$ cat src/rtl/sram_bist_ctrl.sv
// March C- BIST controller driving the RM_IHPSG13_1P SRAM BIST port.
// Define SRAM_BIST_DIAG_EN to capture first-failure address/element.
module sram_bist_ctrl #(
  parameter int ADDR_W = 10,
  parameter int DATA_W = 32
) (
  input  logic              clk,
  input  logic              rst_n,
  input  logic              start,
  output logic              busy,
  output logic              done,
  output logic              pass,
  output logic [ADDR_W-1:0] fail_addr,
  output logic [2:0]        fail_elem,
  output logic              bist_en,
  output logic              bist_men,
  output logic              bist_wen,
  output logic              bist_ren,
  output logic [ADDR_W-1:0] bist_addr,
  output logic [DATA_W-1:0] bist_din,
  output logic [DATA_W-1:0] bist_bm,
  input  logic [DATA_W-1:0] bist_dout
);

  typedef enum logic [1:0] {
    S_IDLE,
    S_RUN,
    S_DRAIN,
    S_DONE
  } state_t;

  localparam logic [2:0] E_LAST = 3'd5;
  localparam logic [ADDR_W-1:0] A_TOP = {ADDR_W{1'b1}};
  localparam logic [ADDR_W-1:0] A_ONE =
    {{(ADDR_W-1){1'b0}}, 1'b1};

  function automatic logic has_rd(
    input logic [2:0] e
  );
    return e != 3'd0;
  endfunction

  function automatic logic has_wr(
    input logic [2:0] e
  );
    return e != E_LAST;
  endfunction

  function automatic logic is_dn(
    input logic [2:0] e
  );
    return (e == 3'd3) || (e == 3'd4);
  endfunction

  function automatic logic rd_bg(
    input logic [2:0] e
  );
    return (e == 3'd2) || (e == 3'd4);
  endfunction

  function automatic logic wr_bg(
    input logic [2:0] e
  );
    return (e == 3'd1) || (e == 3'd3);
  endfunction

  function automatic logic [ADDR_W-1:0] first_a(
    input logic [2:0] e
  );
    return is_dn(e) ? A_TOP : '0;
  endfunction

  function automatic logic [ADDR_W-1:0] last_a(
    input logic [2:0] e
  );
    return is_dn(e) ? '0 : A_TOP;
  endfunction

  state_t state_q, state_d;
  logic [2:0] elem_q, elem_d;
  logic [ADDR_W-1:0] addr_q, addr_d;
  logic rd_q, rd_d;

  logic en_q, en_d;
  logic wen_q, wen_d;
  logic ren_q, ren_d;
  logic [ADDR_W-1:0] oaddr_q, oaddr_d;
  logic [DATA_W-1:0] din_q, din_d;

  logic cmp_vld_q, cmp_vld_d;
  logic exp_bg_q, exp_bg_d;
  logic fail_q, fail_d;
  logic pass_q, pass_d;

  logic issue;
  logic clr;
  logic mism;

  // pointer regs always describe the op currently on the port
  always_comb begin
    state_d = state_q;
    elem_d = elem_q;
    addr_d = addr_q;
    rd_d = rd_q;
    en_d = 1'b0;
    wen_d = 1'b0;
    ren_d = 1'b0;
    oaddr_d = '0;
    din_d = '0;
    issue = 1'b0;
    clr = 1'b0;
    mism = cmp_vld_q &&
      (bist_dout != {DATA_W{exp_bg_q}});
    fail_d = fail_q | mism;
    pass_d = pass_q;
    cmp_vld_d = ren_q;
    exp_bg_d = rd_bg(elem_q);

    unique case (state_q)
      S_IDLE: begin
        if (start) begin
          state_d = S_RUN;
          elem_d = 3'd0;
          addr_d = '0;
          rd_d = 1'b0;
          fail_d = 1'b0;
          pass_d = 1'b0;
          clr = 1'b1;
          issue = 1'b1;
        end
      end
      S_RUN: begin
        issue = 1'b1;
        if (rd_q && has_wr(elem_q)) begin
          rd_d = 1'b0;
        end else if (addr_q != last_a(elem_q)) begin
          addr_d = is_dn(elem_q) ?
            addr_q - A_ONE : addr_q + A_ONE;
          rd_d = has_rd(elem_q);
        end else if (elem_q != E_LAST) begin
          elem_d = elem_q + 3'd1;
          addr_d = first_a(elem_q + 3'd1);
          rd_d = has_rd(elem_q + 3'd1);
        end else begin
          state_d = S_DRAIN;
          issue = 1'b0;
        end
      end
      S_DRAIN: begin
        state_d = S_DONE;
        pass_d = !fail_d;
      end
      S_DONE: begin
        state_d = S_IDLE;
      end
      default: begin
        state_d = S_IDLE;
      end
    endcase

    if (issue) begin
      en_d = 1'b1;
      ren_d = rd_d;
      wen_d = !rd_d;
      oaddr_d = addr_d;
      din_d = rd_d ? '0 : {DATA_W{wr_bg(elem_d)}};
    end
  end

  always_ff @(posedge clk) begin
    if (!rst_n) begin
      state_q <= S_IDLE;
      elem_q <= 3'd0;
      addr_q <= '0;
      rd_q <= 1'b0;
      en_q <= 1'b0;
      wen_q <= 1'b0;
      ren_q <= 1'b0;
      oaddr_q <= '0;
      din_q <= '0;
      cmp_vld_q <= 1'b0;
      exp_bg_q <= 1'b0;
      fail_q <= 1'b0;
      pass_q <= 1'b0;
    end else begin
      state_q <= state_d;
      elem_q <= elem_d;
      addr_q <= addr_d;
      rd_q <= rd_d;
      en_q <= en_d;
      wen_q <= wen_d;
      ren_q <= ren_d;
      oaddr_q <= oaddr_d;
      din_q <= din_d;
      cmp_vld_q <= cmp_vld_d;
      exp_bg_q <= exp_bg_d;
      fail_q <= fail_d;
      pass_q <= pass_d;
    end
  end

`ifdef SRAM_BIST_DIAG_EN
  logic [ADDR_W-1:0] cap_addr_q, cap_addr_d;
  logic [2:0] cap_elem_q, cap_elem_d;
  logic [ADDR_W-1:0] fa_q, fa_d;
  logic [2:0] fe_q, fe_d;

  // only the first mismatch of a run is kept
  always_comb begin
    cap_addr_d = addr_q;
    cap_elem_d = elem_q;
    fa_d = fa_q;
    fe_d = fe_q;
    if (clr) begin
      fa_d = '0;
      fe_d = 3'd0;
    end else if (mism && !fail_q) begin
      fa_d = cap_addr_q;
      fe_d = cap_elem_q;
    end
  end

  always_ff @(posedge clk) begin
    if (!rst_n) begin
      cap_addr_q <= '0;
      cap_elem_q <= 3'd0;
      fa_q <= '0;
      fe_q <= 3'd0;
    end else begin
      cap_addr_q <= cap_addr_d;
      cap_elem_q <= cap_elem_d;
      fa_q <= fa_d;
      fe_q <= fe_d;
    end
  end

  assign fail_addr = fa_q;
  assign fail_elem = fe_q;
`else
  assign fail_addr = '0;
  assign fail_elem = 3'd0;
`endif

  assign busy = (state_q == S_RUN) ||
                (state_q == S_DRAIN);
  assign done = (state_q == S_DONE);
  assign pass = pass_q;
  assign bist_en = en_q;
  assign bist_men = en_q;
  assign bist_wen = wen_q;
  assign bist_ren = ren_q;
  assign bist_addr = oaddr_q;
  assign bist_din = din_q;
  assign bist_bm = {DATA_W{en_q}};

endmodule
$ cat config.mk
export PLATFORM = sky130hd
export DESIGN_NAME = sram_bist_ctrl
export DESIGN_NICKNAME = d
export VERILOG_FILES = /design/src/rtl/sram_bist_ctrl.sv
export SDC_FILE = /design/constraint.sdc
export NUM_CORES = 1
export LEC_CHECK = 0
export CAP_MARGIN = 20
export CORE_UTILIZATION = 43
export CTS_CLUSTER_DIAMETER = 80
export DETAILED_ROUTE_END_ITERATION = 10
export GPL_TIMING_DRIVEN = 0
export PLACE_DENSITY = 0.83
export SKIP_CTS_REPAIR_TIMING = 1
export SLEW_MARGIN = 20
export SYNTH_ARGS = -nofsm -noshare
export SYNTH_HDL_FRONTEND = slang
export SYNTH_SLANG_ARGS = --single-unit
$ cat constraint.sdc
create_clock -name clk -period 4.2 [get_ports clk]
set_clock_uncertainty 0.2 [all_clocks]
set_input_delay 0.84 -clock clk [delete_from_list [all_inputs] [get_ports clk]]
set_output_delay 0.84 -clock clk [all_outputs]
set_load 0.01 [all_outputs]
==> impl_metrics.xml, run 1 <==
<?xml version="1.0" encoding="UTF-8"?>
<metrics>
  <group name="critical_path">
    <metric name="critPathCaptureType" unit="">register</metric>
    <metric name="worstPathBufferInverterCount" unit="">3</metric>
    <metric name="critical_path.max_fanout" unit="">9</metric>
    <metric name="cpMaxStageDelayCell" unit="">sky130_fd_sc_hd__nor2_1</metric>
    <metric name="worst_path_largest_cell_delay" unit="ns">0.43</metric>
    <metric name="worst_ep_required_time" unit="ns">4.18</metric>
    <metric name="rr_worst_depth" unit="">12</metric>
    <metric name="setup.worst_path.start_class" unit="">register</metric>
    <metric name="setup.worst_path.start" unit="">elem_q[0]$_SDFF_PN0_</metric>
    <metric name="criticalPathCategory" unit="">reg -&gt; reg</metric>
    <metric name="timing.critical_path.arrival" unit="ns">3.60</metric>
    <metric name="crit_family" unit="">simple AND/OR/NAND/NOR gates</metric>
    <metric name="worst_r2r_startpoint" unit="">elem_q[0]$_SDFF_PN0_</metric>
    <metric name="path_cells" unit="">inv_1 -&gt; ha_1 -&gt; mux2i_4 -&gt; inv_1 -&gt; ha_1 -&gt; buf_2 -&gt; nand4_1 -&gt; nor2_1 -&gt; a41o_1 -&gt; nand2b_4 -&gt; a211oi_2 -&gt; and3b_1</metric>
    <metric name="path_depth" unit="">12</metric>
  </group>
  <group name="floorplan">
    <metric name="core" unit="sq um">6390</metric>
    <metric name="floorplan.initialDensity" unit="%">44.6</metric>
    <metric name="fp.dieArea" unit="sq um">6950</metric>
    <metric name="chipWidth" unit="um">83.4</metric>
    <metric name="io-pin-count" unit="">129</metric>
    <metric name="core.rowCount" unit="">29</metric>
    <metric name="die_h" unit="um">83.4</metric>
  </group>
  <group name="synth">
    <metric name="dominantRegCellSynth" unit="">sky130_fd_sc_hd__dfxtp_1</metric>
    <metric name="synth-seq-area-share" unit="%">23.9</metric>
    <metric name="postSynthRegisterBits" unit="">34</metric>
    <metric name="synthesis.instances" unit="">358</metric>
    <metric name="syn_area" unit="sq um">2850</metric>
    <metric name="async_flop_share" unit="%">0</metric>
    <metric name="yosys_synthesis_warning_count" unit="">0</metric>
    <metric name="number_of_distinct_standard_cells_referenced_by_the_synthesized_netlist" unit="">61</metric>
    <metric name="syn-mean-instance-area" unit="sq um">7.96</metric>
    <metric name="number_of_enable_flip_flop_cells_after_synthesis" unit="">0</metric>
  </group>
  <group name="routing">
    <metric name="routed-via-count" unit="">2873</metric>
    <metric name="postRouteAntennaNets" unit="">0</metric>
    <metric name="postRouteWirelength" unit="um">7460</metric>
    <metric name="viasPerCell" unit="">5.05</metric>
    <metric name="drt_first_iter_violations" unit="">171</metric>
    <metric name="wl_per_cell" unit="um">13.1</metric>
    <metric name="dr.pass1.iters" unit="">5</metric>
    <metric name="remaining_drc_errors" unit="">0</metric>
  </group>
  <group name="hold_path">
    <metric name="hold_start" unit="">fail_q$_SDFF_PN0_</metric>
    <metric name="worst_hold_path_type" unit="">reg -&gt; reg</metric>
    <metric name="worstHoldPathCells" unit="">2</metric>
  </group>
  <group name="clock_network">
    <metric name="cts_buffers" unit="">5</metric>
    <metric name="tritoncts_clock_tree" unit="">done</metric>
    <metric name="cts.htree.levels" unit="">2</metric>
    <metric name="clk-insertion-delay-late" unit="ns">0.28</metric>
    <metric name="tritoncts_num_sinks" unit="">34</metric>
    <metric name="max-clock-path-buffers" unit="">2</metric>
    <metric name="clk_transition_reported_paths" unit="ns">0.06</metric>
    <metric name="ctsRootBufferMaster" unit="">sky130_fd_sc_hd__clkbuf_8</metric>
  </group>
  <group name="finish">
    <metric name="post_route_cells_drive_above_1_share" unit="%">21.7</metric>
    <metric name="final_common_cell" unit="">sky130_fd_sc_hd__clkdlybuf4s50_1</metric>
    <metric name="final_util" unit="%">66.0</metric>
    <metric name="fin_nets" unit="">546</metric>
    <metric name="syn2layout_area_growth" unit="%">48.0</metric>
    <metric name="antenna_diode_instance_count" unit="">0</metric>
    <metric name="most_used_cells_in_the_layout_excluding_fill_and_tap_cells" unit="">sky130_fd_sc_hd__clkdlybuf4s50_1 (115), sky130_fd_sc_hd__buf_4 (77), sky130_fd_sc_hd__dfxtp_1 (34), sky130_fd_sc_hd__nand2_1 (29), sky130_fd_sc_hd__a21oi_1 (27)</metric>
  </group>
  <group name="placement">
    <metric name="globalplace.congestion" unit="">0.953</metric>
    <metric name="placement.setup.worst_slack" unit="ns">0.632</metric>
    <metric name="io_buffer_count" unit="">115</metric>
    <metric name="dp_hpwl" unit="um">6060</metric>
  </group>
  <group name="global_routing">
    <metric name="global_route.peak_usage_layer" unit="">met2</metric>
    <metric name="global_route.usage.met1" unit="%">25.2</metric>
    <metric name="vias_in_the_first_global_route" unit="">2591</metric>
    <metric name="track_usage" unit="%">20.9</metric>
    <metric name="grt_start_max_net_pins" unit="">35</metric>
    <metric name="grt_first_pass_wirelength" unit="um">12200</metric>
    <metric name="gr-usage-met3" unit="%">3.08</metric>
    <metric name="globalRouteMet2Util" unit="%">38.5</metric>
    <metric name="grt_antenna_before_repair" unit="">0</metric>
    <metric name="overflow" unit="">0</metric>
  </group>
  <group name="sta">
    <metric name="report.final.hold_viol_count" unit="">0</metric>
    <metric name="rsz_0062_raised_after_global_routing" unit="">false</metric>
    <metric name="final.setup.worst_slack" unit="ns">0.573</metric>
    <metric name="timing.setup.tns" unit="ns">0</metric>
    <metric name="slew_headroom" unit="%">34.0</metric>
    <metric name="fin_crit" unit="ns">3.63</metric>
    <metric name="worstMarginPinSlew" unit="ns">0.989</metric>
    <metric name="max_freq" unit="MHz">276</metric>
    <metric name="timing.hold.ws" unit="ns">0.254</metric>
    <metric name="finalSetupViolCount" unit="">0</metric>
    <metric name="final_max_slew_viol_count" unit="">0</metric>
    <metric name="final_critical_path_share_of_the_clock_period" unit="%">86.4</metric>
  </group>
  <group name="pwr">
    <metric name="leakagePower" unit="uW">0.00181</metric>
    <metric name="power_per_standard_cell_area" unit="nW/um^2">357</metric>
    <metric name="power.total" unit="uW">1510</metric>
    <metric name="worst_ir_drop_vdd" unit="uV">285</metric>
  </group>
  <group name="run_status">
    <metric name="outcome" unit="">finished clean</metric>
  </group>
  <group name="flow_run">
    <metric name="number_of_max_capacitance_violations_reported" unit="">0</metric>
  </group>
</metrics>
[final cells by class]
| cell class | count | area, sq um |
|---|---|---|
| Sequential cell | 34 | 681 |
| Clock buffer | 7 | 76.3 |
| Tap cell | 77 | 96.3 |
| Timing Repair Buffer | 115 | 1150 |
| Buffer | 89 | 637 |
| Multi-Input combinational cell | 235 | 1530 |
| Inverter | 12 | 45.0 |
| Fill cell | 552 | 2170 |
[where the power goes]
group / switching (uW) / internal [uW]
clock: 108 / 114
combinational: 380 / 500
sequential: 52.9 / 352
[synth_stat cells, types with 7 or more instances]
cell type	count	area [sq um]
sky130_fd_sc_hd__a21oi_1	27	135
sky130_fd_sc_hd__buf_4	77	578
sky130_fd_sc_hd__dfxtp_1	34	681
sky130_fd_sc_hd__ha_1	18	225
sky130_fd_sc_hd__inv_1	12	45.0
sky130_fd_sc_hd__nand2_1	29	109
sky130_fd_sc_hd__nand3_1	14	70.1
sky130_fd_sc_hd__nand4_1	7	43.8
sky130_fd_sc_hd__nor2_1	23	86.3
sky130_fd_sc_hd__nor3_1	13	65.1
sky130_fd_sc_hd__o21ai_0	8	40.0
[cell families after synthesis]
logic type | Yosys count | share of synthesized area, %
muxes | 8 | 3.47
buffers and inverters | 101 | 23.9
xor gates and xnor gates | 8 | 2.46
DFF | 34 | 23.9
and+or+nand+nor | 113 | 19.6
other | 1 | 0.132
AOI/OAI and AO/OA | 74 | 17.9
adders and majority gates | 19 | 8.61
[flip-flops by register name, summed over array words and instances (netlist names), named ones only]
name       flops
addr_q        10
bist_addr     10
bist_din       1
bist_en        1
bist_ren       1
bist_wen       1
cmp_vld_q      1
elem_q         2
exp_bg_q       1
fail_q         1
pass           1
rd_q           1
state_q        2
[layer usage]
layer  routed length, um  vias to the layer above
met5                   0                        -
met4                  94                        0
met3                 581                       12
met2                3730                      124
met1                3050                     1296
li1                    -                     1441
[tightest hold or removal path, stage by stage (launching register included)]
cell                      delay [ns]
sky130_fd_sc_hd__dfxtp_1        0.29
sky130_fd_sc_hd__inv_1          0.06
sky130_fd_sc_hd__a21oi_1        0.06
[worst paths after layout]
kind / slack, ns / end
hold reg to reg: 0.25 / fail_q$_SDFF_PN0_
setup / recovery: 0.57 / bist_din[0]$_SDFF_PP0_
setup reg to reg: 0.57 / bist_din[0]$_SDFF_PP0_
hold / removal: 0.25 / fail_q$_SDFF_PN0_
[through the flow]
| step | cells | instance area [sq um] |
|---|---|---|
| global placement | 562 | 4140 |
| CTS | 569 | 4220 |
| finish | 569 | 4220 |
| floorplan | 370 | 2890 |
| detailed placement | 562 | 4140 |
| global route | 569 | 4220 |
(Power assumes the default switching activity.)
==> inputs of run 2 (changes only) <==
--- a/config.mk
+++ b/config.mk
@@ -6,11 +6,13 @@
 export NUM_CORES = 1
 export LEC_CHECK = 0
 export CAP_MARGIN = 20
-export CORE_UTILIZATION = 43
-export CTS_CLUSTER_DIAMETER = 80
+export CELL_PAD_IN_SITES_DETAIL_PLACEMENT = 0
+export CELL_PAD_IN_SITES_GLOBAL_PLACEMENT = 1
+export CORE_UTILIZATION = 30
+export CTS_CLUSTER_DIAMETER = 60
 export DETAILED_ROUTE_END_ITERATION = 10
 export GPL_TIMING_DRIVEN = 0
-export PLACE_DENSITY = 0.83
+export PLACE_DENSITY = 0.82
 export SKIP_CTS_REPAIR_TIMING = 1
 export SLEW_MARGIN = 20
 export SYNTH_ARGS = -nofsm -noshare
==> impl_metrics.xml, run 2 (synthesis gave the netlist of run 1 again) <==
<?xml version="1.0" encoding="UTF-8"?>
<metrics>
  <group name="sta">
    <metric name="final_critical_path_share_of_the_clock_period" unit="%">86.6</metric>
    <metric name="fin_crit" unit="ns">3.64</metric>
    <metric name="rsz_0062_raised_after_global_routing" unit="">false</metric>
    <metric name="max_freq" unit="MHz">275</metric>
    <metric name="worstMarginPinSlew" unit="ns">0.967</metric>
    <metric name="slew_headroom" unit="%">35.5</metric>
    <metric name="finalSetupViolCount" unit="">0</metric>
    <metric name="timing.setup.tns" unit="ns">0</metric>
    <metric name="final_max_slew_viol_count" unit="">0</metric>
    <metric name="report.final.hold_viol_count" unit="">0</metric>
  </group>
  <group name="floorplan">
    <metric name="chipWidth" unit="um">99.5</metric>
    <metric name="io-pin-count" unit="">129</metric>
    <metric name="die_h" unit="um">99.5</metric>
    <metric name="fp.dieArea" unit="sq um">9890</metric>
    <metric name="core.rowCount" unit="">35</metric>
    <metric name="floorplan.initialDensity" unit="%">30.8</metric>
    <metric name="core" unit="sq um">9240</metric>
  </group>
  <group name="run_status">
    <metric name="outcome" unit="">finished clean</metric>
  </group>
  <group name="global_routing">
    <metric name="overflow" unit="">0</metric>
    <metric name="vias_in_the_first_global_route" unit="">2621</metric>
    <metric name="grt_first_pass_wirelength" unit="um">12600</metric>
    <metric name="grt_antenna_before_repair" unit="">0</metric>
    <metric name="track_usage" unit="%">15.4</metric>
    <metric name="grt_start_max_net_pins" unit="">35</metric>
  </group>
  <group name="pwr">
    <metric name="power.share.clock" unit="%">19.2</metric>
    <metric name="power.switching_fraction" unit="%">35.4</metric>
    <metric name="power.switching" unit="uW">562</metric>
    <metric name="seq_power_share" unit="%">25.7</metric>
    <metric name="comb_power_share" unit="%">55.2</metric>
    <metric name="power_per_standard_cell_area" unit="nW/um^2">367</metric>
    <metric name="leakagePower" unit="uW">0.00183</metric>
    <metric name="cell_internal_pwr" unit="uW">1020</metric>
    <metric name="worst_ir_drop_vdd" unit="uV">151</metric>
  </group>
  <group name="finish">
    <metric name="multiInputGateArea" unit="sq um">1530</metric>
    <metric name="fin_nets" unit="">546</metric>
    <metric name="final_cells" unit="">622</metric>
    <metric name="syn2layout_area_growth" unit="%">51.6</metric>
    <metric name="seqCellArea" unit="sq um">682</metric>
    <metric name="final_util" unit="%">46.7</metric>
    <metric name="most_used_cells_in_the_layout_excluding_fill_and_tap_cells" unit="">sky130_fd_sc_hd__clkdlybuf4s50_1 (115), sky130_fd_sc_hd__buf_4 (77), sky130_fd_sc_hd__dfxtp_1 (33), sky130_fd_sc_hd__nand2_1 (29), sky130_fd_sc_hd__a21oi_1 (27)</metric>
    <metric name="final_common_cell" unit="">sky130_fd_sc_hd__clkdlybuf4s50_1</metric>
    <metric name="fillers" unit="">907</metric>
    <metric name="post_route_cells_drive_above_1_share" unit="%">22.3</metric>
    <metric name="antenna_diode_instance_count" unit="">0</metric>
  </group>
  <group name="critical_path">
    <metric name="worst_path_largest_cell_delay" unit="ns">0.42</metric>
    <metric name="cpMaxStageDelayCell" unit="">sky130_fd_sc_hd__dfxtp_1</metric>
    <metric name="crit_family" unit="">simple AND/OR/NAND/NOR gates</metric>
    <metric name="critPathCaptureType" unit="">register</metric>
    <metric name="worst_ep_required_time" unit="ns">4.23</metric>
    <metric name="worstPathBufferInverterCount" unit="">3</metric>
    <metric name="timing.critical_path.arrival" unit="ns">3.67</metric>
    <metric name="setup.worst_path.start_class" unit="">register</metric>
    <metric name="critical_path.max_fanout" unit="">9</metric>
    <metric name="criticalPathCategory" unit="">reg -&gt; reg</metric>
    <metric name="path_cells" unit="">inv_1 -&gt; ha_1 -&gt; mux2i_4 -&gt; inv_1 -&gt; ha_1 -&gt; buf_2 -&gt; nand4_1 -&gt; nor2_1 -&gt; nand2_2 -&gt; o311a_1 -&gt; a211oi_2 -&gt; and3b_1</metric>
  </group>
  <group name="placement">
    <metric name="io_buffer_count" unit="">115</metric>
    <metric name="globalplace.congestion" unit="">0.852</metric>
    <metric name="dp_hpwl" unit="um">6090</metric>
    <metric name="numPlacedInstances" unit="">614</metric>
  </group>
  <group name="routing">
    <metric name="routed-via-count" unit="">2796</metric>
    <metric name="postRouteAntennaNets" unit="">0</metric>
    <metric name="wl_per_cell" unit="um">12.4</metric>
    <metric name="dr.pass1.iters" unit="">4</metric>
    <metric name="viasPerCell" unit="">4.50</metric>
    <metric name="drt_first_iter_violations" unit="">188</metric>
    <metric name="postRouteWirelength" unit="um">7710</metric>
    <metric name="remaining_drc_errors" unit="">0</metric>
  </group>
  <group name="flow_run">
    <metric name="number_of_max_capacitance_violations_reported" unit="">0</metric>
  </group>
  <group name="clock_network">
    <metric name="ctsRootBufferMaster" unit="">sky130_fd_sc_hd__clkbuf_8</metric>
    <metric name="clk_transition_reported_paths" unit="ns">0.07</metric>
    <metric name="max-clock-path-buffers" unit="">2</metric>
    <metric name="tritoncts_clock_tree" unit="">done</metric>
    <metric name="cts.htree.levels" unit="">2</metric>
    <metric name="tritoncts_num_sinks" unit="">34</metric>
    <metric name="clk-insertion-delay-late" unit="ns">0.29</metric>
    <metric name="cts_buffers" unit="">5</metric>
  </group>
  <group name="hold_path">
    <metric name="worst_hold_path_type" unit="">reg -&gt; reg</metric>
  </group>
</metrics>
run 2: changes by cell type in the layout (fill, tap and decap cells not counted):
cell	previous run	this run
sky130_fd_sc_hd__clkinvlp_4	0	1
sky130_fd_sc_hd__clkbuf_1	7	6
sky130_fd_sc_hd__dfxtp_2	0	1
sky130_fd_sc_hd__dfxtp_1	34	33
sky130_fd_sc_hd__bufinv_16	0	1
run 2: worst paths after layout:
path	from	end	slack (ns)	depth (start not counted)
worst max register to register	elem_q[0]$_SDFF_PN0_	bist_din[0]$_SDFF_PP0_	0.56	12
worst max-delay path	elem_q[0]$_SDFF_PN0_	bist_din[0]$_SDFF_PP0_	0.56	12
worst min-delay path	fail_q$_SDFF_PN0_	fail_q$_SDFF_PN0_	0.26	2
worst min register to register	fail_q$_SDFF_PN0_	fail_q$_SDFF_PN0_	0.26	2
run 2: power groups by stage:
stage | registers [uW] | clock network, uW | logic [uW]
floorplan | 407 | 0 | 488
global placement | 409 | 0 | 878
detailed placement | 414 | 0 | 883
CTS | 407 | 314 | 884
global route | 417 | 330 | 944
finish | 407 | 304 | 874
run 2: worst min-delay path, delay by kind of cell, from the launching register on:
kind            cells  cell delay [ns]
compound gates      1             0.06
buf+inv             1             0.06
flops               1             0.30
run 2: stage by stage:
step | hold WS [ns] | setup slack (ns) | instance area [sq um] | total power (uW)
5_1_grt | 0.291 | 0.321 | 4320 | 1690
6_report | 0.263 | 0.562 | 4320 | 1580
3_3_place_gp | 0.241 | 0.577 | 4210 | 1290
2_1_floorplan | 0.227 | 1.13 | 2890 | 895
3_5_place_dp | 0.261 | 0.600 | 4210 | 1300
4_1_cts | 0.271 | 0.579 | 4320 | 1610
run 2: layout make-up:
cell class                      instances  area share, %
Buffer                                 89           14.7
Clock buffer                            6           1.68
Clock inverter                          2          0.869
Inverter                               12           1.04
Multi-Input combinational cell        235           35.5
Sequential cell                        34           15.8
Tap cell                              129           3.74
Timing Repair Buffer                  115           26.7
run 2: routing by layer:
layer  GRT usage, %  routed length [um]
met3           1.90                 472
met1           18.9                3370
met5              0                   0
met4           4.41                 114
met2           28.0                3750
==> inputs of run 3 (changes only) <==
--- a/config.mk
+++ b/config.mk
@@ -8,8 +8,8 @@
 export CAP_MARGIN = 20
 export CELL_PAD_IN_SITES_DETAIL_PLACEMENT = 0
 export CELL_PAD_IN_SITES_GLOBAL_PLACEMENT = 1
+export CORE_MARGIN = 2
 export CORE_UTILIZATION = 30
-export CTS_CLUSTER_DIAMETER = 60
 export DETAILED_ROUTE_END_ITERATION = 10
 export GPL_TIMING_DRIVEN = 0
 export PLACE_DENSITY = 0.82
==> impl_metrics.xml, run 3 (synthesis gave the netlist of run 1 again) <==
<?xml version="1.0" encoding="UTF-8"?>
<metrics>
  <group name="global_routing">
    <metric name="vias_in_the_first_global_route" unit="">2551</metric>
    <metric name="grt_first_pass_wirelength" unit="um">11800</metric>
    <metric name="overflow" unit="">0</metric>
    <metric name="track_usage" unit="%">14.1</metric>
    <metric name="grt_start_max_net_pins" unit="">35</metric>
    <metric name="grt_antenna_before_repair" unit="">0</metric>
  </group>
  <group name="routing">
    <metric name="routed-via-count" unit="">2777</metric>
    <metric name="wl_per_cell" unit="um">12.4</metric>
    <metric name="viasPerCell" unit="">4.47</metric>
    <metric name="remaining_drc_errors" unit="">0</metric>
    <metric name="postRouteWirelength" unit="um">7730</metric>
    <metric name="postRouteAntennaNets" unit="">0</metric>
    <metric name="drt_first_iter_violations" unit="">110</metric>
    <metric name="dr.pass1.iters" unit="">4</metric>
  </group>
  <group name="pwr">
    <metric name="seq_power_share" unit="%">26.8</metric>
    <metric name="power_per_standard_cell_area" unit="nW/um^2">353</metric>
    <metric name="power.switching" unit="uW">550</metric>
    <metric name="leakagePower" unit="uW">0.00182</metric>
    <metric name="power.switching_fraction" unit="%">36.3</metric>
    <metric name="worst_ir_drop_vdd" unit="uV">129</metric>
    <metric name="cell_internal_pwr" unit="uW">963</metric>
    <metric name="comb_power_share" unit="%">58.3</metric>
    <metric name="power.share.clock" unit="%">14.9</metric>
  </group>
  <group name="sta">
    <metric name="final.setup.worst_slack" unit="ns">0.572</metric>
    <metric name="slew_headroom" unit="%">31.4</metric>
    <metric name="worstMarginPinSlew" unit="ns">1.03</metric>
    <metric name="fin_crit" unit="ns">3.63</metric>
    <metric name="max_freq" unit="MHz">276</metric>
    <metric name="rsz_0062_raised_after_global_routing" unit="">false</metric>
    <metric name="final_max_slew_viol_count" unit="">0</metric>
    <metric name="finalSetupViolCount" unit="">0</metric>
    <metric name="timing.setup.tns" unit="ns">0</metric>
    <metric name="report.final.hold_viol_count" unit="">0</metric>
    <metric name="final_critical_path_share_of_the_clock_period" unit="%">86.4</metric>
  </group>
  <group name="run_status">
    <metric name="outcome" unit="">finished clean</metric>
  </group>
  <group name="finish">
    <metric name="most_used_cells_in_the_layout_excluding_fill_and_tap_cells" unit="">sky130_fd_sc_hd__clkdlybuf4s50_1 (115), sky130_fd_sc_hd__buf_4 (77), sky130_fd_sc_hd__dfxtp_1 (34), sky130_fd_sc_hd__nand2_1 (29), sky130_fd_sc_hd__a21oi_1 (27)</metric>
    <metric name="antenna_diode_instance_count" unit="">0</metric>
    <metric name="multiInputGateArea" unit="sq um">1530</metric>
    <metric name="final_common_cell" unit="">sky130_fd_sc_hd__clkdlybuf4s50_1</metric>
    <metric name="fillers" unit="">898</metric>
    <metric name="post_route_cells_drive_above_1_share" unit="%">22.2</metric>
    <metric name="fin_nets" unit="">546</metric>
    <metric name="seqCellArea" unit="sq um">681</metric>
    <metric name="syn2layout_area_growth" unit="%">50.4</metric>
  </group>
  <group name="critical_path">
    <metric name="worst_ep_required_time" unit="ns">4.18</metric>
    <metric name="timing.critical_path.arrival" unit="ns">3.61</metric>
    <metric name="critPathCaptureType" unit="">register</metric>
    <metric name="criticalPathCategory" unit="">reg -&gt; reg</metric>
    <metric name="setup.worst_path.start_class" unit="">register</metric>
    <metric name="critical_path.max_fanout" unit="">9</metric>
  </group>
  <group name="floorplan">
    <metric name="floorplan.initialDensity" unit="%">30.8</metric>
    <metric name="core.rowCount" unit="">35</metric>
    <metric name="io-pin-count" unit="">129</metric>
    <metric name="chipWidth" unit="um">101</metric>
    <metric name="die_h" unit="um">101</metric>
    <metric name="fp.dieArea" unit="sq um">10300</metric>
    <metric name="core" unit="sq um">9240</metric>
  </group>
  <group name="clock_network">
    <metric name="cts.htree.levels" unit="">2</metric>
    <metric name="cts_buffers" unit="">5</metric>
    <metric name="max-clock-path-buffers" unit="">2</metric>
    <metric name="clk-insertion-delay-late" unit="ns">0.29</metric>
    <metric name="tritoncts_num_sinks" unit="">34</metric>
    <metric name="tritoncts_clock_tree" unit="">done</metric>
    <metric name="ctsRootBufferMaster" unit="">sky130_fd_sc_hd__clkbuf_8</metric>
    <metric name="clk_transition_reported_paths" unit="ns">0.06</metric>
  </group>
  <group name="placement">
    <metric name="dp_hpwl" unit="um">6290</metric>
    <metric name="io_buffer_count" unit="">115</metric>
    <metric name="globalplace.congestion" unit="">0.857</metric>
    <metric name="placement.setup.worst_slack" unit="ns">0.586</metric>
  </group>
  <group name="flow_run">
    <metric name="number_of_max_capacitance_violations_reported" unit="">0</metric>
  </group>
  <group name="hold_path">
    <metric name="worst_hold_path_type" unit="">reg -&gt; reg</metric>
  </group>
</metrics>
run 3: layout make-up:
class	instances	share of cell area (%)
plain buffers	89	14.9
clock buffers	5	1.61
clock inverters	2	0.234
inverters	12	1.05
multi-input cells	235	35.7
flip-flops and latches	34	15.9
well taps	129	3.77
repair buffers	115	26.9
run 3: through the flow:
stage / area, sq um / utilization, % / cells / total power, uW / hold WS (ns)
after floorplan: 2890 / - / 370 / 895 / 0.227
after global placement: 4210 / 45.5 / 614 / 1290 / 0.239
after detailed placement: 4210 / 45.5 / 614 / 1300 / 0.254
after CTS: 4290 / 46.4 / 621 / 1530 / 0.264
after global routing: 4290 / 46.4 / 621 / 1610 / 0.285
final: 4290 / 46.4 / 621 / 1510 / 0.256
run 3: critical path, cell delays in order (launching register included):
cell                       delay, ns
sky130_fd_sc_hd__dfxtp_1        0.41
sky130_fd_sc_hd__inv_1          0.11
sky130_fd_sc_hd__ha_1           0.28
sky130_fd_sc_hd__mux2i_4        0.28
sky130_fd_sc_hd__inv_1          0.25
sky130_fd_sc_hd__ha_1           0.33
sky130_fd_sc_hd__buf_2          0.16
sky130_fd_sc_hd__nand4_1        0.17
sky130_fd_sc_hd__nor2_1         0.43
sky130_fd_sc_hd__nand2_2        0.23
sky130_fd_sc_hd__a311oi_2       0.39
sky130_fd_sc_hd__a211oi_2       0.09
sky130_fd_sc_hd__and3b_1        0.19
run 3: per-layer routing:
layer  part of all wire [%]  up-vias  track usage, %
met5                      0        -               0
met1                     44     1254            16.9
met3                    6.4        9            2.28
met2                     49       80            25.4
li1                       -     1434               -
met4                    1.3        0            4.57
run 3: worst paths after layout:
check        slack, ns  depth (start not counted)                endpoint            startpoint
max reg2reg       0.57                         12  bist_din[0]$_SDFF_PP0_  elem_q[0]$_SDFF_PN0_
min reg2reg       0.26                          2       fail_q$_SDFF_PN0_     fail_q$_SDFF_PN0_
min               0.26                          2       fail_q$_SDFF_PN0_     fail_q$_SDFF_PN0_
max               0.57                         12  bist_din[0]$_SDFF_PP0_  elem_q[0]$_SDFF_PN0_
run 3: power by group through the flow:
| stage | Combinational (uW) | Sequential [uW] | Clock [uW] |
|---|---|---|---|
| floorplan | 488 | 407 | 0 |
| global placement | 881 | 410 | 0 |
| detailed placement | 886 | 413 | 0 |
| CTS | 889 | 406 | 233 |
| global route | 951 | 413 | 243 |
| finish | 882 | 405 | 225 |
